--- src/rtl/alu_seq_ctrl_pkg.sv ---
// Shared definitions for alu_seq_ctrl: opcodes, FSM states, CCR bit layout.
// Defining ALU_SEQ_CMP_EN makes opcode 8 a compare (SUB that updates flags only).
package alu_seq_ctrl_pkg;

  typedef enum logic [3:0] {
    OP_ADD = 4'd0,
    OP_SUB = 4'd1,
    OP_LSL = 4'd2,
    OP_LSR = 4'd3,
    OP_XOR = 4'd4,
    OP_COM = 4'd5,
    OP_NEG = 4'd6,
    OP_CLR = 4'd7,
    OP_CMP = 4'd8
  } op_e;

  typedef enum logic [1:0] {
    S_IDLE,
    S_OPERAND,
    S_EXECUTE,
    S_WRITEBACK
  } state_e;

  localparam int unsigned CCR_N = 2;
  localparam int unsigned CCR_V = 1;
  localparam int unsigned CCR_Z = 0;

  // Opcode retires with done (flags/result updated) rather than err.
  function automatic logic op_legal(input logic [3:0] op);
`ifdef ALU_SEQ_CMP_EN
    return (op <= OP_CLR) || (op == OP_CMP);
`else
    return op <= OP_CLR;
`endif
  endfunction

  function automatic logic op_writes_reg(input logic [3:0] op);
    return op <= OP_CLR;
  endfunction

  function automatic logic [3:0] alu_func(input logic [3:0] op);
`ifdef ALU_SEQ_CMP_EN
    if (op == OP_CMP) return OP_SUB;
`endif
    return op;
  endfunction

endpackage

--- src/rtl/alu_seq_ctrl_regfile.sv ---
// Register file for alu_seq_ctrl: NREG x DW, one synchronous write port,
// combinational read ports for operand A, operand B and debug.
module seq_regfile #(
  parameter int unsigned NREG = 4,
  parameter int unsigned DW   = 8
) (
  input  logic                    clk_i,
  input  logic                    reset_i,
  input  logic                    we_i,
  input  logic [$clog2(NREG)-1:0] waddr_i,
  input  logic [DW-1:0]           wdata_i,
  input  logic [$clog2(NREG)-1:0] ra_addr_i,
  output logic [DW-1:0]           ra_data_o,
  input  logic [$clog2(NREG)-1:0] rb_addr_i,
  output logic [DW-1:0]           rb_data_o,
  input  logic [$clog2(NREG)-1:0] dbg_addr_i,
  output logic [DW-1:0]           dbg_data_o
);

  logic [DW-1:0] regs_q [NREG];

  always_ff @(posedge clk_i) begin
    if (reset_i) begin
      for (int unsigned i = 0; i < NREG; i++) regs_q[i] <= '0;
    end else if (we_i) begin
      regs_q[waddr_i] <= wdata_i;
    end
  end

  assign ra_data_o  = regs_q[ra_addr_i];
  assign rb_data_o  = regs_q[rb_addr_i];
  assign dbg_data_o = regs_q[dbg_addr_i];

endmodule

--- src/rtl/alu_seq_ctrl.sv ---
// Sequencing controller for the 8-bit ALU: accept, fetch operands, execute,
// write back. Optional CMP opcode is enabled with `define ALU_SEQ_CMP_EN.
module alu_seq_ctrl
  import alu_seq_ctrl_pkg::*;
#(
  parameter int unsigned NREG = 4,
  parameter int unsigned DW   = 8
) (
  input  logic                    clk,
  input  logic                    reset,
  input  logic                    req_valid,
  output logic                    req_ready,
  input  logic [3:0]              req_op,
  input  logic [$clog2(NREG)-1:0] req_rd,
  input  logic [$clog2(NREG)-1:0] req_rs,
  input  logic                    req_use_imm,
  input  logic [DW-1:0]           req_imm,
  output logic [DW-1:0]           alu_a,
  output logic [DW-1:0]           alu_b,
  output logic [3:0]              alu_f,
  input  logic [DW-1:0]           alu_y,
  input  logic                    alu_n,
  input  logic                    alu_v,
  input  logic                    alu_z,
  output logic                    done,
  output logic                    err,
  output logic [DW-1:0]           result,
  output logic [2:0]              ccr,
  input  logic [$clog2(NREG)-1:0] dbg_sel,
  output logic [DW-1:0]           dbg_data
);

  state_e                  state_q;
  logic [3:0]              op_q;
  logic [$clog2(NREG)-1:0] rd_q, rs_q;
  logic                    use_imm_q;
  logic [DW-1:0]           imm_q;
  logic [DW-1:0]           alu_a_q, alu_b_q, y_q, result_q;
  logic [3:0]              alu_f_q, alu_f_d;
  logic                    n_q, v_q, z_q;
  logic                    done_q, err_q;
  logic [2:0]              ccr_q;
  logic [DW-1:0]           ra_data, rb_data;
  logic                    legal_d, wb_we_d;

  always_comb begin
    legal_d = op_legal(op_q);
    alu_f_d = alu_func(op_q);
    wb_we_d = (state_q == S_WRITEBACK) && legal_d && op_writes_reg(op_q);
  end

  seq_regfile #(
    .NREG(NREG),
    .DW  (DW)
  ) u_regfile (
    .clk_i     (clk),
    .reset_i   (reset),
    .we_i      (wb_we_d),
    .waddr_i   (rd_q),
    .wdata_i   (y_q),
    .ra_addr_i (rd_q),
    .ra_data_o (ra_data),
    .rb_addr_i (rs_q),
    .rb_data_o (rb_data),
    .dbg_addr_i(dbg_sel),
    .dbg_data_o(dbg_data)
  );

  // done/err are raised on entry to WRITEBACK so they are high during that cycle.
  always_ff @(posedge clk) begin
    if (reset) begin
      state_q   <= S_IDLE;
      op_q      <= '0;
      rd_q      <= '0;
      rs_q      <= '0;
      use_imm_q <= 1'b0;
      imm_q     <= '0;
      alu_a_q   <= '0;
      alu_b_q   <= '0;
      alu_f_q   <= OP_CLR;
      y_q       <= '0;
      n_q       <= 1'b0;
      v_q       <= 1'b0;
      z_q       <= 1'b0;
      done_q    <= 1'b0;
      err_q     <= 1'b0;
      result_q  <= '0;
      ccr_q     <= '0;
    end else begin
      done_q <= 1'b0;
      err_q  <= 1'b0;
      case (state_q)
        S_IDLE: begin
          if (req_valid) begin
            op_q      <= req_op;
            rd_q      <= req_rd;
            rs_q      <= req_rs;
            use_imm_q <= req_use_imm;
            imm_q     <= req_imm;
            state_q   <= S_OPERAND;
          end
        end
        S_OPERAND: begin
          alu_a_q <= ra_data;
          alu_b_q <= use_imm_q ? imm_q : rb_data;
          alu_f_q <= alu_f_d;
          state_q <= S_EXECUTE;
        end
        S_EXECUTE: begin
          y_q     <= alu_y;
          n_q     <= alu_n;
          v_q     <= alu_v;
          z_q     <= alu_z;
          done_q  <= legal_d;
          err_q   <= ~legal_d;
          state_q <= S_WRITEBACK;
        end
        S_WRITEBACK: begin
          if (legal_d) begin
            result_q     <= y_q;
            ccr_q[CCR_N] <= n_q;
            ccr_q[CCR_V] <= v_q;
            ccr_q[CCR_Z] <= z_q;
          end
          state_q <= S_IDLE;
        end
        default: state_q <= S_IDLE;
      endcase
    end
  end

  assign req_ready = (state_q == S_IDLE);
  assign alu_a     = alu_a_q;
  assign alu_b     = alu_b_q;
  assign alu_f     = alu_f_q;
  assign done      = done_q;
  assign err       = err_q;
  assign result    = result_q;
  assign ccr       = ccr_q;

endmodule

--- config.mk ---
export PLATFORM = sky130hd
export DESIGN_NAME = alu_seq_ctrl
export DESIGN_NICKNAME = d
export VERILOG_FILES = /design/src/rtl/alu_seq_ctrl_pkg.sv /design/src/rtl/alu_seq_ctrl_regfile.sv /design/src/rtl/alu_seq_ctrl.sv
export SDC_FILE = /design/constraint.sdc
export NUM_CORES = 1
export LEC_CHECK = 0
export ABC_AREA = 1
export CAP_MARGIN = 10
export CORE_MARGIN = 3
export CORE_UTILIZATION = 50
export DETAILED_ROUTE_END_ITERATION = 7
export PLACE_DENSITY = 0.76
export SLEW_MARGIN = 15
export SYNTH_ARGS = -nofsm -noshare
export SYNTH_HDL_FRONTEND = slang
export SYNTH_SLANG_ARGS = --single-unit
--- constraint.sdc ---
create_clock -name clk -period 2 [get_ports clk]
set_clock_uncertainty 0.2 [all_clocks]
set_input_delay 0.2 -clock clk [delete_from_list [all_inputs] [get_ports clk]]
set_output_delay 0.2 -clock clk [all_outputs]
set_load 0.02 [all_outputs]
==> results.py <==
metrics = {
    "logic_synthesis": {
        "synth_top_family_by_area": "simple AND/OR/NAND/NOR gates",
        "ys_warn_count": 0,
        "synthMuxAreaShare_pct": 0,
        "netlist_area_sq_um": 4270,
        "synthCells": 543,
        "ys_seq_area_share_pct": 52.9,
        "avgSynthCellArea_sq_um": 7.87,
        "synth-simple-area-share_pct": 22.9,
        "synth.distinct_cells": 22,
        "syn_nets": 580,
        "synth_adder_area_share_pct": 1.17,
        "ys_ff_latch": 97,
        "synth_xor_area_share_pct": 0,
        "synth-compound-area-share_pct": 14.4,
    },
    "worst_setup_path": {
        "critPathSlowestCell": "edfxtp_1",
        "cp.arrival_ns": 1.51,
        "cp-endpoint": "dbg_data[0]",
        "crit_start": "u_regfile.regs_q[1][0]",
        "reg2reg_depth": 7,
        "regToRegEndpoint": "u_regfile.regs_q[0][4]",
        "path_max_fanout": 2,
        "worst_setup_path_end_kind": "output pin",
        "slowest_delay_ns": 0.40,
        "critPathLaunchType": "register",
        "crit_top_cell": "a21oi_1",
        "cp.required_ns": 1.60,
        "crit_chain": "inv_1 -> o21ai_0 -> a21oi_1 -> a21oi_1 -> dlygate4sd2_1",
        "ff2ff_setup_slack_ns": 0.21,
        "crit_type": "reg -> out",
        "rr_startpoint": "state_q[0]",
    },
    "timing": {
        "max_freq_mhz": 524,
        "slew_headroom_pct": 71.6,
        "final-setup-viol-count": 0,
        "worst_pin_slew_ns": 0.425,
        "finalWorstSetupSlack_ns": 0.0929,
        "fin_crit_sh_pct": 95.4,
        "final.min_clock_period_ns": 1.91,
        "finalHoldViolCount": 0,
        "rsz0062_at_grt": "no",
        "final_max_slew_viol_count": 0,
    },
    "place": {
        "io_buffers": 74,
        "preCtsSetupSlack_ns": -0.407,
        "gp_congestion": 0.899,
        "dpl.hpwl_um": 7810,
        "placed_area_sq_um": 5140,
    },
    "route": {
        "routed_via_density": 5.35,
        "routed_wirelength_um": 10900,
        "num_vias": 3909,
        "drc": 0,
        "wl_per_cell_um": 14.9,
        "drt_iter0_markers": 265,
        "drtAntennaViolNets": 0,
        "drt_first_pass_iters": 5,
    },
    "cells_and_area": {
        "nFillCells": 760,
        "utilization_pct": 65.2,
        "multi_input_area_sq_um": 1650,
        "seq_area_sq_um": 2260,
        "fin_nets": 658,
        "syn_to_final_growth_pct": 26.0,
        "antenna_cells": 0,
        "drive_gt1_share_pct": 9.42,
        "mostFrequentLayoutCells": "nand2_1 (94), nor2_1 (84), dfxtp_1 (65), clkdlybuf4s50_1 (63), a21oi_1 (58)",
        "layout_commonest_cell": "nand2_1",
        "final_area_sq_um": 5390,
    },
    "clocking": {
        "cts_made_buffers": 9,
        "h-tree-depth": 3,
        "clock_latency_ns": 0.35,
        "clockBufferDepth": 2,
        "clkTransAtPathRegs_ns": 0.09,
        "cts_tree": "done",
        "cts.sinks": 97,
        "cts-root-buf": "clkbuf_8",
        "ctsHoldBuffers": 0,
    },
    "outcome": {
        "run_status": "complete, no violations",
    },
    "global_route": {
        "grt.total_usage_pct": 22.9,
        "grt_pass1_wl_um": 17900,
        "grt_max_degree": 32,
        "grt_antenna_before_repair": 0,
        "grt_pass1_vias": 3697,
        "grt.overflow.total": 0,
    },
    "die": {
        "rows": 33,
        "ios": 75,
        "die_h_um": 98.5,
        "dieArea_sq_um": 9690,
        "core_area_sq_um": 8260,
        "initial_core_util_pct": 51.8,
        "die_w_um": 98.5,
    },
    "power": {
        "p_sw_share_pct": 37.6,
        "p_total_w": 0.00649,
        "p_int_w": 0.00405,
        "powerDensity_nw_per_um2": 1200,
        "p_comb_share_pct": 37.4,
        "seq_power_share_pct": 42.2,
        "switchingPower_w": 0.00244,
        "p_leak_nw": 2.25,
        "p_clk_share_pct": 20.4,
        "max-vdd-ir-drop_uv": 611,
    },
    "min_path": {
        "hold_class": "reg -> reg",
    },
    "job": {
        "maxCapViolations": 0,
    },
}
==> through the flow <==
step,TNS (ns),instances,hold WS (ns)
2_1_floorplan,0,543,0.148
3_3_place_gp,-2.35,710,0.231
3_5_place_dp,-2.89,710,0.240
4_1_cts,0,728,0.252
5_1_grt,0,731,0.274
6_report,0,731,0.257
==> synth_stat cells <==
| master | n | area [sq um] |
|---|---|---|
| nand2_1 | 96 | 360 |
| nor2_1 | 84 | 315 |
| dfxtp_1 | 65 | 1300 |
| a21oi_1 | 58 | 290 |
| inv_1 | 53 | 199 |
| o21ai_0 | 51 | 255 |
| nand3_1 | 46 | 230 |
| edfxtp_1 | 32 | 961 |
| buf_2 | 18 | 90.1 |
| clkbuf_1 | 11 | 41.3 |
| o211ai_1 | 8 | 60.1 |
| ha_1 | 4 | 50.1 |
| inv_2 | 4 | 15.0 |
| buf_4 | 2 | 15.0 |
| nand2_4 | 2 | 22.5 |
| nor2_4 | 2 | 22.5 |
| nor3_1 | 2 | 10.0 |
| a41oi_1 | 1 | 8.76 |
| clkinv_1 | 1 | 3.75 |
| inv_4 | 1 | 6.26 |
| nand2_2 | 1 | 6.26 |
| nand3_2 | 1 | 10.0 |
==> routing by layer <==
layer	global-route usage, %	vias up	routed length, um
met5	0	-	0
met4	7.98	0	199
met3	3.68	11	664
met2	36.8	134	5170
li1	-	1916	-
met1	31.7	1848	4840
==> final cells by class <==
class / instances / share of cell area (%)
Clock buffer: 12 / 3.48
Clock inverter: 4 / 0.557
Inverter: 59 / 4.30
Multi-Input combinational cell: 356 / 30.6
Sequential cell: 97 / 42.0
Tap cell: 105 / 2.44
Timing Repair Buffer: 95 / 16.2
Timing Repair inverter: 3 / 0.418
==> sequential cells by signal (all words and copies together), names as in the netlist, 2 cells and up, named ones only <==
name	count
alu_a	8
alu_b	8
alu_f	4
alu_f_d	4
ccr	3
imm_q	8
rd_q	2
result	8
rs_q	2
state_q	2
u_regfile.regs_q	32
y_q	8
==> logic make-up after synthesis <==
family / Yosys count
AO/OA/AOI/OAI: 118
adder cells (fa/ha/maj): 4
buffers and inverters: 90
flip-flops: 97
AND/OR/NAND/NOR: 234
==> power groups by stage <==
stage / clock (W) / sequential (W) / combinational [W]
CTS: 0.00135 / 0.00274 / 0.00243
global placement: 0 / 0.00276 / 0.00238
global route: 0.00144 / 0.00278 / 0.00271
floorplan: 0 / 0.00291 / 0.00138
finish: 0.00132 / 0.00274 / 0.00243
detailed placement: 0 / 0.00278 / 0.00243
==> critical path: cells and delay by family (launching register included) <==
family	cells	cell delay [ns]
AO/OA/AOI/OAI	3	0.35
buffers and inverters	2	0.42
flip-flops	1	0.40
==> worst min path at each step <==
| stage | from | to | slack, ns | cells past startpoint |
|---|---|---|---|---|
| 2_1_floorplan | reset | alu_a[3] | 0.15 | 3 |
| 3_3_place_gp | n_q | n_q | 0.23 | 2 |
| 3_5_place_dp | alu_f_d[3] | done | 0.24 | 1 |
| 4_1_cts | req_imm[3] | imm_q[3] | 0.25 | 3 |
| 5_1_grt | req_imm[0] | imm_q[0] | 0.27 | 3 |
| 6_report | alu_f_d[3] | done | 0.26 | 1 |
==> timing repair <==
action                                  4_1_cts  5_1_grt
gates cloned                                  2        1
gates resized for setup                      13       14
buffers inserted                              0        2
endpoints found under the setup margin        9       24
Note: power is estimated with default switching activity, not from simulation.
